[src/rtl/cva6_hpdcache_req_arbiter_if.sv]
// Bundle between the CVA6 request adapters, the arbiter and the HPDcache request port.
// Signal suffixes follow the arbiter's point of view (slave modport = arbiter side).
interface cva6_hpdcache_req_arbiter_if #(
  parameter int unsigned NREQ  = 3,
  parameter int unsigned SID_W = 3
);
  typedef struct packed {
    logic [11:0]      addr_offset;
    logic [63:0]      wdata;
    logic [4:0]       op;
    logic [7:0]       be;
    logic [2:0]       size;
    logic [SID_W-1:0] sid;
    logic [7:0]       tid;
    logic             need_rsp;
  } req_t;

  typedef logic [31:0] tag_t;

  typedef struct packed {
    logic uncacheable;
    logic io;
  } pma_t;

  typedef struct packed {
    logic [63:0]      rdata;
    logic [SID_W-1:0] sid;
    logic [7:0]       tid;
    logic             error;
  } rsp_t;

  logic [NREQ-1:0] core_req_valid_i;
  logic [NREQ-1:0] core_req_ready_o;
  req_t            core_req_i       [NREQ];
  logic [NREQ-1:0] core_req_abort_i;
  tag_t            core_req_tag_i   [NREQ];
  pma_t            core_req_pma_i   [NREQ];
  logic [NREQ-1:0] core_rsp_valid_o;
  rsp_t            core_rsp_o;

  logic            dcache_req_valid_o;
  logic            dcache_req_ready_i;
  req_t            dcache_req_o;
  logic            dcache_req_abort_o;
  tag_t            dcache_req_tag_o;
  pma_t            dcache_req_pma_o;
  logic            dcache_rsp_valid_i;
  rsp_t            dcache_rsp_i;

  modport slave (
    input  core_req_valid_i, core_req_i, core_req_abort_i, core_req_tag_i, core_req_pma_i,
    input  dcache_req_ready_i, dcache_rsp_valid_i, dcache_rsp_i,
    output core_req_ready_o, core_rsp_valid_o, core_rsp_o,
    output dcache_req_valid_o, dcache_req_o, dcache_req_abort_o, dcache_req_tag_o,
    output dcache_req_pma_o
  );

  modport master (
    output core_req_valid_i, core_req_i, core_req_abort_i, core_req_tag_i, core_req_pma_i,
    output dcache_req_ready_i, dcache_rsp_valid_i, dcache_rsp_i,
    input  core_req_ready_o, core_rsp_valid_o, core_rsp_o,
    input  dcache_req_valid_o, dcache_req_o, dcache_req_abort_o, dcache_req_tag_o,
    input  dcache_req_pma_o
  );
endinterface

[src/rtl/cva6_hpdcache_req_arbiter.sv]
// Locked round-robin arbiter of NREQ requesters onto the HPDcache request port, with
// second-phase sideband forwarding and sid-based response routing.
// Define CVA6_HPDCACHE_ARB_FIXED_PRIO_EN for fixed priority (port 0 highest).
module cva6_hpdcache_req_arbiter #(
  parameter int unsigned NREQ  = 3,
  parameter int unsigned SID_W = 3
) (
  input  logic                               clk_i,
  input  logic                               rst_ni,
  cva6_hpdcache_req_arbiter_if.slave         bus_io
);
  localparam int unsigned IdxW = (NREQ > 1) ? $clog2(NREQ) : 1;

  logic            lock_q, lock_d;
  logic [IdxW-1:0] lock_idx_q, lock_idx_d;
  logic            ph2_vld_q, ph2_vld_d;
  logic [IdxW-1:0] ph2_idx_q, ph2_idx_d;
  logic [IdxW-1:0] sel;
  logic            req_valid;
  logic            hs;
`ifndef CVA6_HPDCACHE_ARB_FIXED_PRIO_EN
  logic [IdxW-1:0] rr_q, rr_d;
`endif

  // A held lock keeps the grant even if the scan would now pick another port.
  always_comb begin
    logic [IdxW:0] cand;
    logic          found;
    sel   = lock_idx_q;
    cand  = '0;
    found = 1'b0;
    if (!lock_q) begin
      sel = '0;
      for (int unsigned i = 0; i < NREQ; i++) begin
`ifdef CVA6_HPDCACHE_ARB_FIXED_PRIO_EN
        cand = (IdxW+1)'(i);
`else
        cand = {1'b0, rr_q} + (IdxW+1)'(i);
        if (cand >= (IdxW+1)'(NREQ)) cand = cand - (IdxW+1)'(NREQ);
`endif
        if (!found && bus_io.core_req_valid_i[cand[IdxW-1:0]]) begin
          sel   = cand[IdxW-1:0];
          found = 1'b1;
        end
      end
    end
  end

  assign req_valid = (|bus_io.core_req_valid_i) | lock_q;
  assign hs        = req_valid & bus_io.dcache_req_ready_i;

  always_comb begin
    bus_io.dcache_req_valid_o    = req_valid;
    bus_io.dcache_req_o          = bus_io.core_req_i[sel];
    bus_io.core_req_ready_o      = '0;
    bus_io.core_req_ready_o[sel] = hs;
  end

  always_comb begin
    lock_d     = lock_q;
    lock_idx_d = lock_idx_q;
    ph2_vld_d  = hs;
    ph2_idx_d  = hs ? sel : ph2_idx_q;
    if (hs) begin
      lock_d = 1'b0;
    end else if (req_valid) begin
      lock_d     = 1'b1;
      lock_idx_d = sel;
    end
  end

`ifndef CVA6_HPDCACHE_ARB_FIXED_PRIO_EN
  always_comb begin
    rr_d = rr_q;
    if (hs) rr_d = (sel == IdxW'(NREQ - 1)) ? '0 : sel + IdxW'(1);
  end
`endif

  always_ff @(posedge clk_i or negedge rst_ni) begin
    if (!rst_ni) begin
      lock_q     <= 1'b0;
      lock_idx_q <= '0;
      ph2_vld_q  <= 1'b0;
      ph2_idx_q  <= '0;
`ifndef CVA6_HPDCACHE_ARB_FIXED_PRIO_EN
      rr_q       <= '0;
`endif
    end else begin
      lock_q     <= lock_d;
      lock_idx_q <= lock_idx_d;
      ph2_vld_q  <= ph2_vld_d;
      ph2_idx_q  <= ph2_idx_d;
`ifndef CVA6_HPDCACHE_ARB_FIXED_PRIO_EN
      rr_q       <= rr_d;
`endif
    end
  end

  // Sideband of a request arrives the cycle after its handshake.
  assign bus_io.dcache_req_abort_o = ph2_vld_q & bus_io.core_req_abort_i[ph2_idx_q];
  assign bus_io.dcache_req_tag_o   = ph2_vld_q ? bus_io.core_req_tag_i[ph2_idx_q] : '0;
  assign bus_io.dcache_req_pma_o   = ph2_vld_q ? bus_io.core_req_pma_i[ph2_idx_q] : '0;

  assign bus_io.core_rsp_o = bus_io.dcache_rsp_i;

  for (genvar k = 0; k < NREQ; k++) begin : g_rsp
    assign bus_io.core_rsp_valid_o[k] = bus_io.dcache_rsp_valid_i &
                                        (bus_io.dcache_rsp_i.sid == SID_W'(k));
  end

  sid_in_range_a : assert property (@(posedge clk_i) disable iff (!rst_ni)
      bus_io.dcache_rsp_valid_i |-> (32'(bus_io.dcache_rsp_i.sid) < NREQ))
    else $warning("cva6_hpdcache_req_arbiter: response sid %0d out of range, dropped",
                  bus_io.dcache_rsp_i.sid);
endmodule

[src/flat_wrapper.sv]
// flat-port wrapper written by rule: the top's interface ports become plain ports
module cva6_hpdcache_req_arbiter_flat 
#(
  parameter int unsigned NREQ  = 3,
  parameter int unsigned SID_W = 3
)
  (clk_i, rst_ni, bus_io_core_req_valid_i, bus_io_core_req_i, bus_io_core_req_abort_i, bus_io_core_req_tag_i, bus_io_core_req_pma_i, bus_io_dcache_req_ready_i, bus_io_dcache_rsp_valid_i, bus_io_dcache_rsp_i, bus_io_core_req_ready_o, bus_io_core_rsp_valid_o, bus_io_core_rsp_o, bus_io_dcache_req_valid_o, bus_io_dcache_req_o, bus_io_dcache_req_abort_o, bus_io_dcache_req_tag_o, bus_io_dcache_req_pma_o);
  cva6_hpdcache_req_arbiter_if #(.NREQ(NREQ), .SID_W(SID_W)) bus_io_i ();
  input  logic clk_i;
  input  logic rst_ni;
  input wire logic [$bits(bus_io_i.core_req_valid_i)-1:0] bus_io_core_req_valid_i;
  input wire logic [$bits(bus_io_i.core_req_i)-1:0] bus_io_core_req_i;
  input wire logic [$bits(bus_io_i.core_req_abort_i)-1:0] bus_io_core_req_abort_i;
  input wire logic [$bits(bus_io_i.core_req_tag_i)-1:0] bus_io_core_req_tag_i;
  input wire logic [$bits(bus_io_i.core_req_pma_i)-1:0] bus_io_core_req_pma_i;
  input wire logic [$bits(bus_io_i.dcache_req_ready_i)-1:0] bus_io_dcache_req_ready_i;
  input wire logic [$bits(bus_io_i.dcache_rsp_valid_i)-1:0] bus_io_dcache_rsp_valid_i;
  input wire logic [$bits(bus_io_i.dcache_rsp_i)-1:0] bus_io_dcache_rsp_i;
  output wire logic [$bits(bus_io_i.core_req_ready_o)-1:0] bus_io_core_req_ready_o;
  output wire logic [$bits(bus_io_i.core_rsp_valid_o)-1:0] bus_io_core_rsp_valid_o;
  output wire logic [$bits(bus_io_i.core_rsp_o)-1:0] bus_io_core_rsp_o;
  output wire logic [$bits(bus_io_i.dcache_req_valid_o)-1:0] bus_io_dcache_req_valid_o;
  output wire logic [$bits(bus_io_i.dcache_req_o)-1:0] bus_io_dcache_req_o;
  output wire logic [$bits(bus_io_i.dcache_req_abort_o)-1:0] bus_io_dcache_req_abort_o;
  output wire logic [$bits(bus_io_i.dcache_req_tag_o)-1:0] bus_io_dcache_req_tag_o;
  output wire logic [$bits(bus_io_i.dcache_req_pma_o)-1:0] bus_io_dcache_req_pma_o;
  assign bus_io_i.core_req_valid_i = bus_io_core_req_valid_i;
  assign bus_io_i.core_req_i = {>>{bus_io_core_req_i}};
  assign bus_io_i.core_req_abort_i = bus_io_core_req_abort_i;
  assign bus_io_i.core_req_tag_i = {>>{bus_io_core_req_tag_i}};
  assign bus_io_i.core_req_pma_i = {>>{bus_io_core_req_pma_i}};
  assign bus_io_i.dcache_req_ready_i = bus_io_dcache_req_ready_i;
  assign bus_io_i.dcache_rsp_valid_i = bus_io_dcache_rsp_valid_i;
  assign bus_io_i.dcache_rsp_i = bus_io_dcache_rsp_i;
  assign bus_io_core_req_ready_o = bus_io_i.core_req_ready_o;
  assign bus_io_core_rsp_valid_o = bus_io_i.core_rsp_valid_o;
  assign bus_io_core_rsp_o = bus_io_i.core_rsp_o;
  assign bus_io_dcache_req_valid_o = bus_io_i.dcache_req_valid_o;
  assign bus_io_dcache_req_o = bus_io_i.dcache_req_o;
  assign bus_io_dcache_req_abort_o = bus_io_i.dcache_req_abort_o;
  assign bus_io_dcache_req_tag_o = bus_io_i.dcache_req_tag_o;
  assign bus_io_dcache_req_pma_o = bus_io_i.dcache_req_pma_o;
  cva6_hpdcache_req_arbiter #(.NREQ(NREQ), .SID_W(SID_W)) u_core (.clk_i(clk_i), .rst_ni(rst_ni), .bus_io(bus_io_i));
endmodule
[config.mk]
export PLATFORM = sky130hd
export DESIGN_NAME = cva6_hpdcache_req_arbiter_flat
export DESIGN_NICKNAME = d
export VERILOG_FILES = /design/src/rtl/cva6_hpdcache_req_arbiter_if.sv /design/src/rtl/cva6_hpdcache_req_arbiter.sv /design/src/flat_wrapper.sv
export SDC_FILE = /design/constraint.sdc
export NUM_CORES = 1
export LEC_CHECK = 0
export ABC_CLOCK_PERIOD_IN_PS = 2800
export BUFFER_PORTS_ARGS = -buffer_cell sky130_fd_sc_hd__buf_2
export CAP_MARGIN = 20
export CORE_AREA = 2 2 282 284
export CTS_BUF_LIST = sky130_fd_sc_hd__clkbuf_8
export DETAILED_ROUTE_END_ITERATION = 10
export DIE_AREA = 0 0 284 286
export HOLD_SLACK_MARGIN = 0.08
export MAX_ROUTING_LAYER = met4
export PLACE_DENSITY = 0.37
export SLEW_MARGIN = 10
export SYNTH_ARGS = -nofsm -noshare
export SYNTH_HDL_FRONTEND = slang
export SYNTH_SLANG_ARGS = --single-unit
[constraint.sdc]
create_clock -name clk_i -period 2.8 [get_ports clk_i]
set_input_delay 0.56 -clock clk_i [delete_from_list [all_inputs] [get_ports clk_i]]
set_output_delay 0.56 -clock clk_i [all_outputs]
set_load 0.05 [all_outputs]
==> impl_metrics.json, run 1 <==
{
  "rows": 103,
  "gr-usage-all-layers_pct": 9.13,
  "clockBufferDepth": 2,
  "fp.dieW_um": 284,
  "synth_top_cells_by_area": "mux2i_1, o2bb2ai_1, buf_4",
  "ys_types": 39,
  "grt-ovfl-total": 0,
  "synth-seq-area-share_pct": 4.62,
  "antenna_found_initial": 11,
  "haltStage": "5_2_route",
  "cts_made_buffers": 3,
  "worst_endpoint_kind": "top-level output",
  "die_h_um": 286,
  "place_ws_ns": -0.708,
  "synth-seq-cells": 8,
  "numPortBuffers": 575,
  "cts_root_buffer": "clkbuf_8",
  "syn_avg_cell_area_um2": 7.90,
  "grt_pass1_vias": 7497,
  "outcome": "did not finish",
  "hpwl_um": 34000,
  "htree_levels": 1,
  "syn_area_mm2": 0.00433,
  "grt_max_degree": 38,
  "ioPinCount": 722,
  "syn_nets": 1052,
  "synth_top_cell_by_area": "mux2i_1",
  "cts_sinks": 8,
  "grt_pass1_wl_um": 52400,
  "postGrtWorstEndpoint": "bus_io_dcache_req_o[15]",
  "start_util_pct": 5.53,
  "gp_congestion": 0.957,
  "yosys_warnings": 0,
  "synth_cells": 548,
  "firstError": "[ERROR DRT-0255] Maze Route cannot find path of net bus_io_dcache_rsp_i[19] in worker of routeBox ( 241500 96600 ) ( 284000 144900 ).",
  "synth_top_area_share_pct": 32.6
}
## timing repair
item / CTS / global route
resized for setup: 257 / 91
endpoints found under the setup margin: 107 / 107
hold buffers: 0 / 0
setup buffers: 18 / 9
gates cloned: 2 / 5
pin swaps: 25 / 20
## Yosys cell counts (all sizes together)
| cell type | number |
|---|---|
| a22o | 1 |
| o211a | 1 |
| and2 | 37 |
| nor4bb | 2 |
| nor2b | 3 |
| clkbuf | 25 |
| nand2b | 3 |
| o22ai | 2 |
| nor4b | 1 |
| a31oi | 1 |
| o21ai | 35 |
| o2bb2ai | 104 |
| nand4b | 1 |
| nand3 | 2 |
| or4 | 1 |
| a211o | 2 |
| mux2i | 141 |
| o211ai | 4 |
| a2111oi | 1 |
| nand3b | 3 |
| nand2 | 35 |
| o21a | 1 |
| a21o | 1 |
| o32ai | 1 |
| and4 | 1 |
| inv | 7 |
| mux2 | 3 |
| dfrtp | 8 |
| a21oi | 4 |
| ha | 4 |
| buf | 104 |
| o2111ai | 1 |
| nor2 | 7 |
| or3 | 1 |
## per-layer routing
layer	global-route usage (%)
met1	7.87
met2	18.8
met3	2.15
met4	3.29
met5	-
## logic make-up after synthesis
group	Yosys count	share of synthesized area, %
compound gates	159	28.6
mux	144	33.4
buf+inv	136	20.3
simple gates	97	12.0
flops	8	4.62
fa+ha+maj	4	1.16
## through the flow
stage | instances | setup TNS [ns] | instance area, µm² | hold WS (ns)
floorplan | 548 | -25.31 | 6430 | 0.264
CTS | 2150 | -66.72 | 12700 | 0.179
detailed placement | 2129 | -54.32 | 11300 | 0.449
global route | 2167 | -77.95 | 13300 | 0.184
global placement | 2129 | -54.36 | 11300 | 0.443
==> inputs of run 2 (changes only) <==
ABC_CLOCK_PERIOD_IN_PS = 3650   (was 2800)
CORE_AREA = 2 2 283 285   (was 2 2 282 284)
CTS_BUF_LIST = not set   (was sky130_fd_sc_hd__clkbuf_8)
DIE_AREA = 0 0 285 287   (was 0 0 284 286)
HOLD_SLACK_MARGIN = not set   (was 0.08)
MAX_ROUTING_LAYER = not set   (was met4)
PLACE_DENSITY = not set   (was 0.37)
PLACE_DENSITY_LB_ADDON = 0.15   (was not set)
clock period = 3.65 ns   (was 2.8 ns; I/O delays follow)
==> run 2 against run 1 <==
  * The flow now finishes without violations
  * Synthesized area unchanged
  * Synthesized cell count unchanged
  * Global-route usage down 2.7 points
==> impl_metrics.json, run 2 <==
{
  "cts_tree": "built",
  "antenna_found_initial": 1,
  "async_reset_ff_share_pct": 100,
  "critical_path_required_ns": 2.92,
  "cts_made_buffers": 3,
  "synth-seq-cells": 8,
  "die_h_um": 287,
  "ir_drop_v": 0.000478,
  "area_delta_synth_final_pct": 119,
  "synth_commonest_cells": "mux2i_1, o2bb2ai_1, buf_4, and2_1",
  "cp.arrival_ns": 2.86,
  "die_area_mm2": 0.0818,
  "min_period_over_period_pct": 98.4,
  "setup_viol": 0,
  "synth_top_cells_by_area": "mux2i_1, o2bb2ai_1, buf_4",
  "synth_edf_count": 0,
  "worstMarginPinSlew_ns": 0.515,
  "grt-ovfl-total": 0,
  "cap_violations": 0,
  "rsz0062_at_grt": "yes",
  "synth-seq-area-share_pct": 4.62,
  "drc": 0,
  "ys_types": 39,
  "worstSetupStartpointType": "register",
  "initialDrtViolationCount": 119,
  "clock_latency_ns": 0.23,
  "crit_path_max_fanout": 9,
  "htree_levels": 1,
  "leakagePower_nw": 4.51,
  "grt_pass1_vias": 6352,
  "syn_area_mm2": 0.00433,
  "route.vias.total": 6224,
  "dr_wl_met2_um": 15700,
  "syn_avg_cell_area_um2": 7.90,
  "wl_per_cell_um": 14.4,
  "top_layer_used": "met4",
  "slew_headroom_pct": 65.7,
  "grt_pass1_wl_um": 40700,
  "ioPinCount": 722,
  "powerDensity_mw_per_mm2": 1150,
  "yosys_warnings": 0,
  "synth_top_cell_by_area": "mux2i_1",
  "diodes": 0,
  "m1WireLength_um": 11800,
  "synth_most_common_cell": "mux2i_1",
  "endpoint_kind": "primary output",
  "crit_type": "reg -> out",
  "fin_crit_ns": 3.59,
  "outcome": "complete, no violations",
  "rr_worst_depth": 11,
  "rows": 103,
  "numPortBuffers": 575,
  "hp-class": "in -> async",
  "place_area_mm2": 0.00844,
  "drv_slew": 0,
  "ctsHoldBuffers": 0,
  "synth_top_area_share_pct": 32.6,
  "num-fill-cells": 9180,
  "cts_root_buffer": "clkbuf_16",
  "fp.dieW_um": 285,
  "gp_congestion": 0.799,
  "wirelength_um": 30500,
  "post-route-util_pct": 12.1,
  "hpwl_um": 24600,
  "drive_gt1_share_pct": 69.3,
  "hold_viol_final": 0,
  "reg.largest.list": "u_core.lock_idx_q (2), u_core.ph2_idx_q (2), u_core.rr_q (2)",
  "grt_max_degree": 38,
  "power_mw": 10.9,
  "max_freq_ghz": 0.278,
  "layout_commonest_cell": "buf_2",
  "cts_sinks": 8,
  "gr-usage-all-layers_pct": 6.46,
  "dr_wl_met3_um": 2530,
  "synthFlopType": "dfrtp_1",
  "via_per_inst": 2.94,
  "syn_nets": 1052,
  "synth_cells": 548,
  "nNetsFinal": 1575,
  "clockBufferDepth": 2,
  "final_antenna_net_count": 0,
  "final_cell_mix": "buf_2, mux2i_1, buf_4",
  "drt_pass1_iterations": 4,
  "start_util_pct": 5.51,
  "clock_skew_ns": 0.00651,
  "postLayoutCellArea_mm2": 0.00949,
  "fp.coreArea_mm2": 0.0786,
  "path_clk_slew_ns": 0.04
}
## run 2: cell counts after synthesis
Identical to the previous run, type by type.
## run 2: path summary, 6_finish.rpt
kind	startpoint	to	slack, ns
worst min-delay path	rst_ni	u_core.ph2_idx_q[0]	0.33
worst max-delay path	u_core.rr_q[1]	bus_io_dcache_req_o[81]	0.06
worst max register to register	u_core.rr_q[1]	u_core.rr_q[1]	1.05
min in group clk_i	u_core.lock_idx_q[1]	u_core.lock_idx_q[1]	0.53
worst min register to register	u_core.lock_idx_q[1]	u_core.lock_idx_q[1]	0.53
max in group asynchronous	rst_ni	u_core.rr_q[1]	3.13
## run 2: cell families after synthesis
kind of cell,count (synthesis),share of synthesized area [%]
multiplexers,144,33.4
flip-flops,8,4.62
AND/OR/NAND/NOR,97,12.0
AO/OA/AOI/OAI,159,28.6
adder cells (fa/ha/maj),4,1.16
buffers and inverters,136,20.3
## run 2: cell type report
| class | count | area [µm²] | area share [%] |
|---|---|---|---|
| clock buffer | 4 | 78.8 | 0.830 |
| inverter | 7 | 26.3 | 0.277 |
| multi-input combinational | 404 | 3780 | 39.8 |
| sequential | 8 | 203 | 2.14 |
| tap | 1050 | 1310 | 13.8 |
| timing repair buffer | 647 | 4090 | 43.1 |
## run 2: critical path: stages, from the launching register on
cell       delay (ns)
dfrtp_2          0.43
ha_4             0.32
mux2i_1          0.07
or3_1            0.31
o211a_1          0.27
o32ai_4          0.15
buf_12           0.19
buf_12           0.16
mux2i_1          0.35
o2bb2ai_1        0.13
clkbuf_4         0.22
## run 2: repair_timing
action / 4_1_cts / 5_1_grt
setup buffers: 10 / 3
pin swaps: 6 / 9
setup endpoints to repair: 107 / 107
gates cloned: 1 / 5
gates resized for setup: 66 / 176
## run 2: through the flow
| step | TNS, ns | hold slack (ns) | instances | setup slack [ns] |
|---|---|---|---|---|
| final | 0 | 0.331 | 2120 | 0.0590 |
| after global routing | -2.69 | 0.342 | 2120 | -0.0898 |
| after CTS | -0.0106 | 0.337 | 2113 | -0.0106 |
| after detailed placement | -5.09 | 0.526 | 2098 | -0.135 |
| after global placement | -10.56 | 0.510 | 2098 | -0.207 |
| after floorplan | 0 | 0.434 | 548 | 0.0108 |
## run 2: layer usage
layer  track usage, %  up-vias
li1                 -     3016
met1             7.62     2844
met2             12.0      342
met3             1.68       22
met4            0.707        0
met5                0        -
## run 2: where the power goes
part | internal (mW) | total [mW] | switching, mW | leakage (nW)
logic | 3.94 | 10.6 | 6.61 | 4.38
registers | 0.119 | 0.145 | 0.0256 | 0.0975
clock network | 0.146 | 0.190 | 0.0446 | 0.0382
No activity file was read; power rests on OpenSTA's default activity.
==> inputs of run 3 (changes only) <==
PLACE_DENSITY_LB_ADDON = not set   (was 0.15)
==> run 3 against run 2 <==
  * The flow now finishes with violations (setup timing)
  * Sequential share of layout area is 0.17 points lower
  * Clock power barely moved
  * Maximum frequency decreased by 2.2%
  * Highest routed layer is now met5
  * Final area increased by 8.8%
  * Cell count increased by 0.14%
==> impl_metrics.json, run 3 (synthesized netlist as in run 2, its figures left out) <==
{
  "cts_sinks": 8,
  "crit_type": "reg -> out",
  "die_h_um": 287,
  "htree_levels": 1,
  "final_cell_mix": "buf_2, mux2i_1, buf_4",
  "critical_path_required_ns": 2.92,
  "ioPinCount": 722,
  "gr-usage-all-layers_pct": 7.64,
  "initialDrtViolationCount": 209,
  "cap_violations": 0,
  "reg.largest.list": "u_core.lock_idx_q (2), u_core.ph2_idx_q (2), u_core.rr_q (2)",
  "clock_skew_ns": 0.00341,
  "setup_viol": 13,
  "ir_drop_v": 0.000710,
  "grtUsageMet3_pct": 2.91,
  "rr_worst_depth": 10,
  "crit_family": "buffers and inverters",
  "rows": 103,
  "layout_setup_ws_ns": -0.0229,
  "hold_viol_final": 0,
  "wirelength_um": 35900,
  "path_clk_slew_ns": 0.04,
  "use_met1_pct": 8.10,
  "cts_root_buffer": "clkbuf_16",
  "gp_congestion": 0.921,
  "crit_path_max_fanout": 9,
  "cts_made_buffers": 3,
  "fp.dieW_um": 285,
  "fp.coreArea_mm2": 0.0786,
  "max_stage_delay_ns": 0.43,
  "r2r_slack_ns": 1.16,
  "drt_pass1_iterations": 4,
  "cp.arrival_ns": 2.94,
  "crit_start": "u_core.rr_q[1]",
  "die_area_mm2": 0.0818,
  "min_period_over_period_pct": 101,
  "grt_pass1_wl_um": 44400,
  "cpMaxStageDelayCell": "dfrtp_2",
  "num-fill-cells": 8967,
  "leakagePower_nw": 4.70,
  "grtUsageMet2_pct": 13.3,
  "failed_checks": "setup timing",
  "endpoint_kind": "primary output",
  "worstSetupStartpointType": "register",
  "start_util_pct": 5.51,
  "crit_path_cell_trace": "ha_4, mux2i_1, or3_1, o211a_1, o32ai_4, buf_12, buf_16, buf_12, mux2i_1, o2bb2ai_2, buf_4",
  "drive_gt1_share_pct": 71.9,
  "route.vias.total": 6506,
  "max_freq_ghz": 0.272,
  "multi_input_area_mm2": 0.00412,
  "clockBufferDepth": 2,
  "post-route-util_pct": 13.1,
  "powerDensity_mw_per_mm2": 1230,
  "grt_max_degree": 44,
  "grt_pass1_vias": 6216,
  "fin_crit_ns": 3.67,
  "numPortBuffers": 575,
  "grt.busiest_layer": "met2",
  "final_antenna_net_count": 0,
  "fin_tns_setup_ns": -0.133,
  "hp-class": "in -> async",
  "power_mw": 12.7,
  "clock_latency_ns": 0.23,
  "rsz0062_at_grt": "yes",
  "layout_commonest_cell": "buf_2",
  "antenna_found_initial": 26,
  "grt-ovfl-total": 0,
  "drc": 0,
  "regArea_um2": 203,
  "outcome": "finished with violations",
  "nNetsFinal": 1561,
  "wl_per_cell_um": 16.9,
  "hpwl_um": 29700,
  "area_delta_synth_final_pct": 138,
  "via_per_inst": 3.06,
  "worstSetupEndpoint": "bus_io_dcache_req_o[3]",
  "holdWs_ns": 0.338,
  "r2r_start": "u_core.rr_q[1]",
  "cts_tree": "built",
  "ctsHoldBuffers": 0,
  "drv_slew": 0,
  "cp_num_cells": 11,
  "slew_headroom_pct": 65.9,
  "crit_buf_inv": 4,
  "worstMarginPinSlew_ns": 0.512,
  "r2r_end": "u_core.rr_q[0]"
}
==> run 3: cell types whose count changed in the layout (fill, tap and decap cells not counted), moves of 13 or more <==
cell | before | now
buf_12 | 16 | 50
clkbuf_4 | 28 | 0
buf_4 | 102 | 75
o2bb2ai_1 | 68 | 45
o2bb2ai_2 | 36 | 56
diode_2 | 0 | 17
mux2i_4 | 10 | 23
==> run 3: final cells by class <==
class	instances	share of cell area [%]
multi-input combinational	404	40.0
tap	1050	12.7
inverter	7	0.255
clock buffer	4	0.764
antenna	17	0.412
sequential	8	1.96
timing repair buffer	633	43.9
==> run 3: report_power, final <==
part	internal [mW]	switching, mW
logic	4.95	7.38
clock network	0.145	0.0415
registers	0.119	0.0561
total	5.21	7.48
==> run 3: worst reg2reg max path: stages (launching register included) <==
cell,delay [ns]
dfrtp_2,0.43
ha_4,0.34
nor2_2,0.04
o211ai_1,0.31
a21oi_2,0.14
buf_4,0.17
o211ai_4,0.20
buf_12,0.27
nand2b_1,0.22
buf_4,0.15
o22ai_1,0.07
==> run 3: per-stage QoR <==
stage               cell area [µm²]  instances  setup slack (ns)
floorplan                      4520        548            0.0108
global placement               8880       2085            -0.309
detailed placement             8880       2085            -0.320
CTS                            9580       2096           -0.0529
global route                  10300       2121            -0.157
finish                        10300       2123           -0.0229
==> run 3: worst min path at each step <==
stage          slack [ns]                   end  cells past startpoint
2_1_floorplan        0.43  u_core.lock_idx_q[0]                      0
3_3_place_gp         0.49  u_core.lock_idx_q[0]                      1
3_5_place_dp         0.50  u_core.lock_idx_q[0]                      1
4_1_cts              0.34        u_core.rr_q[0]                      1
5_1_grt              0.34        u_core.rr_q[0]                      1
6_report             0.34        u_core.rr_q[0]                      1
==> run 3: per-layer routing <==
metal	vias to the layer above	share of wire [%]
li1	3014	-
met1	2932	35
met2	471	49
met3	85	11
met4	4	5.1
met5	-	0.058
==> run 3: repair_timing <==
action / CTS / global route
setup endpoints to repair: 105 / 105
pin swaps: 7 / 10
endpoints found under the hold margin: 0 / 0
resized for setup: 119 / 124
buffers inserted: 5 / 3
cloned: 2 / 6
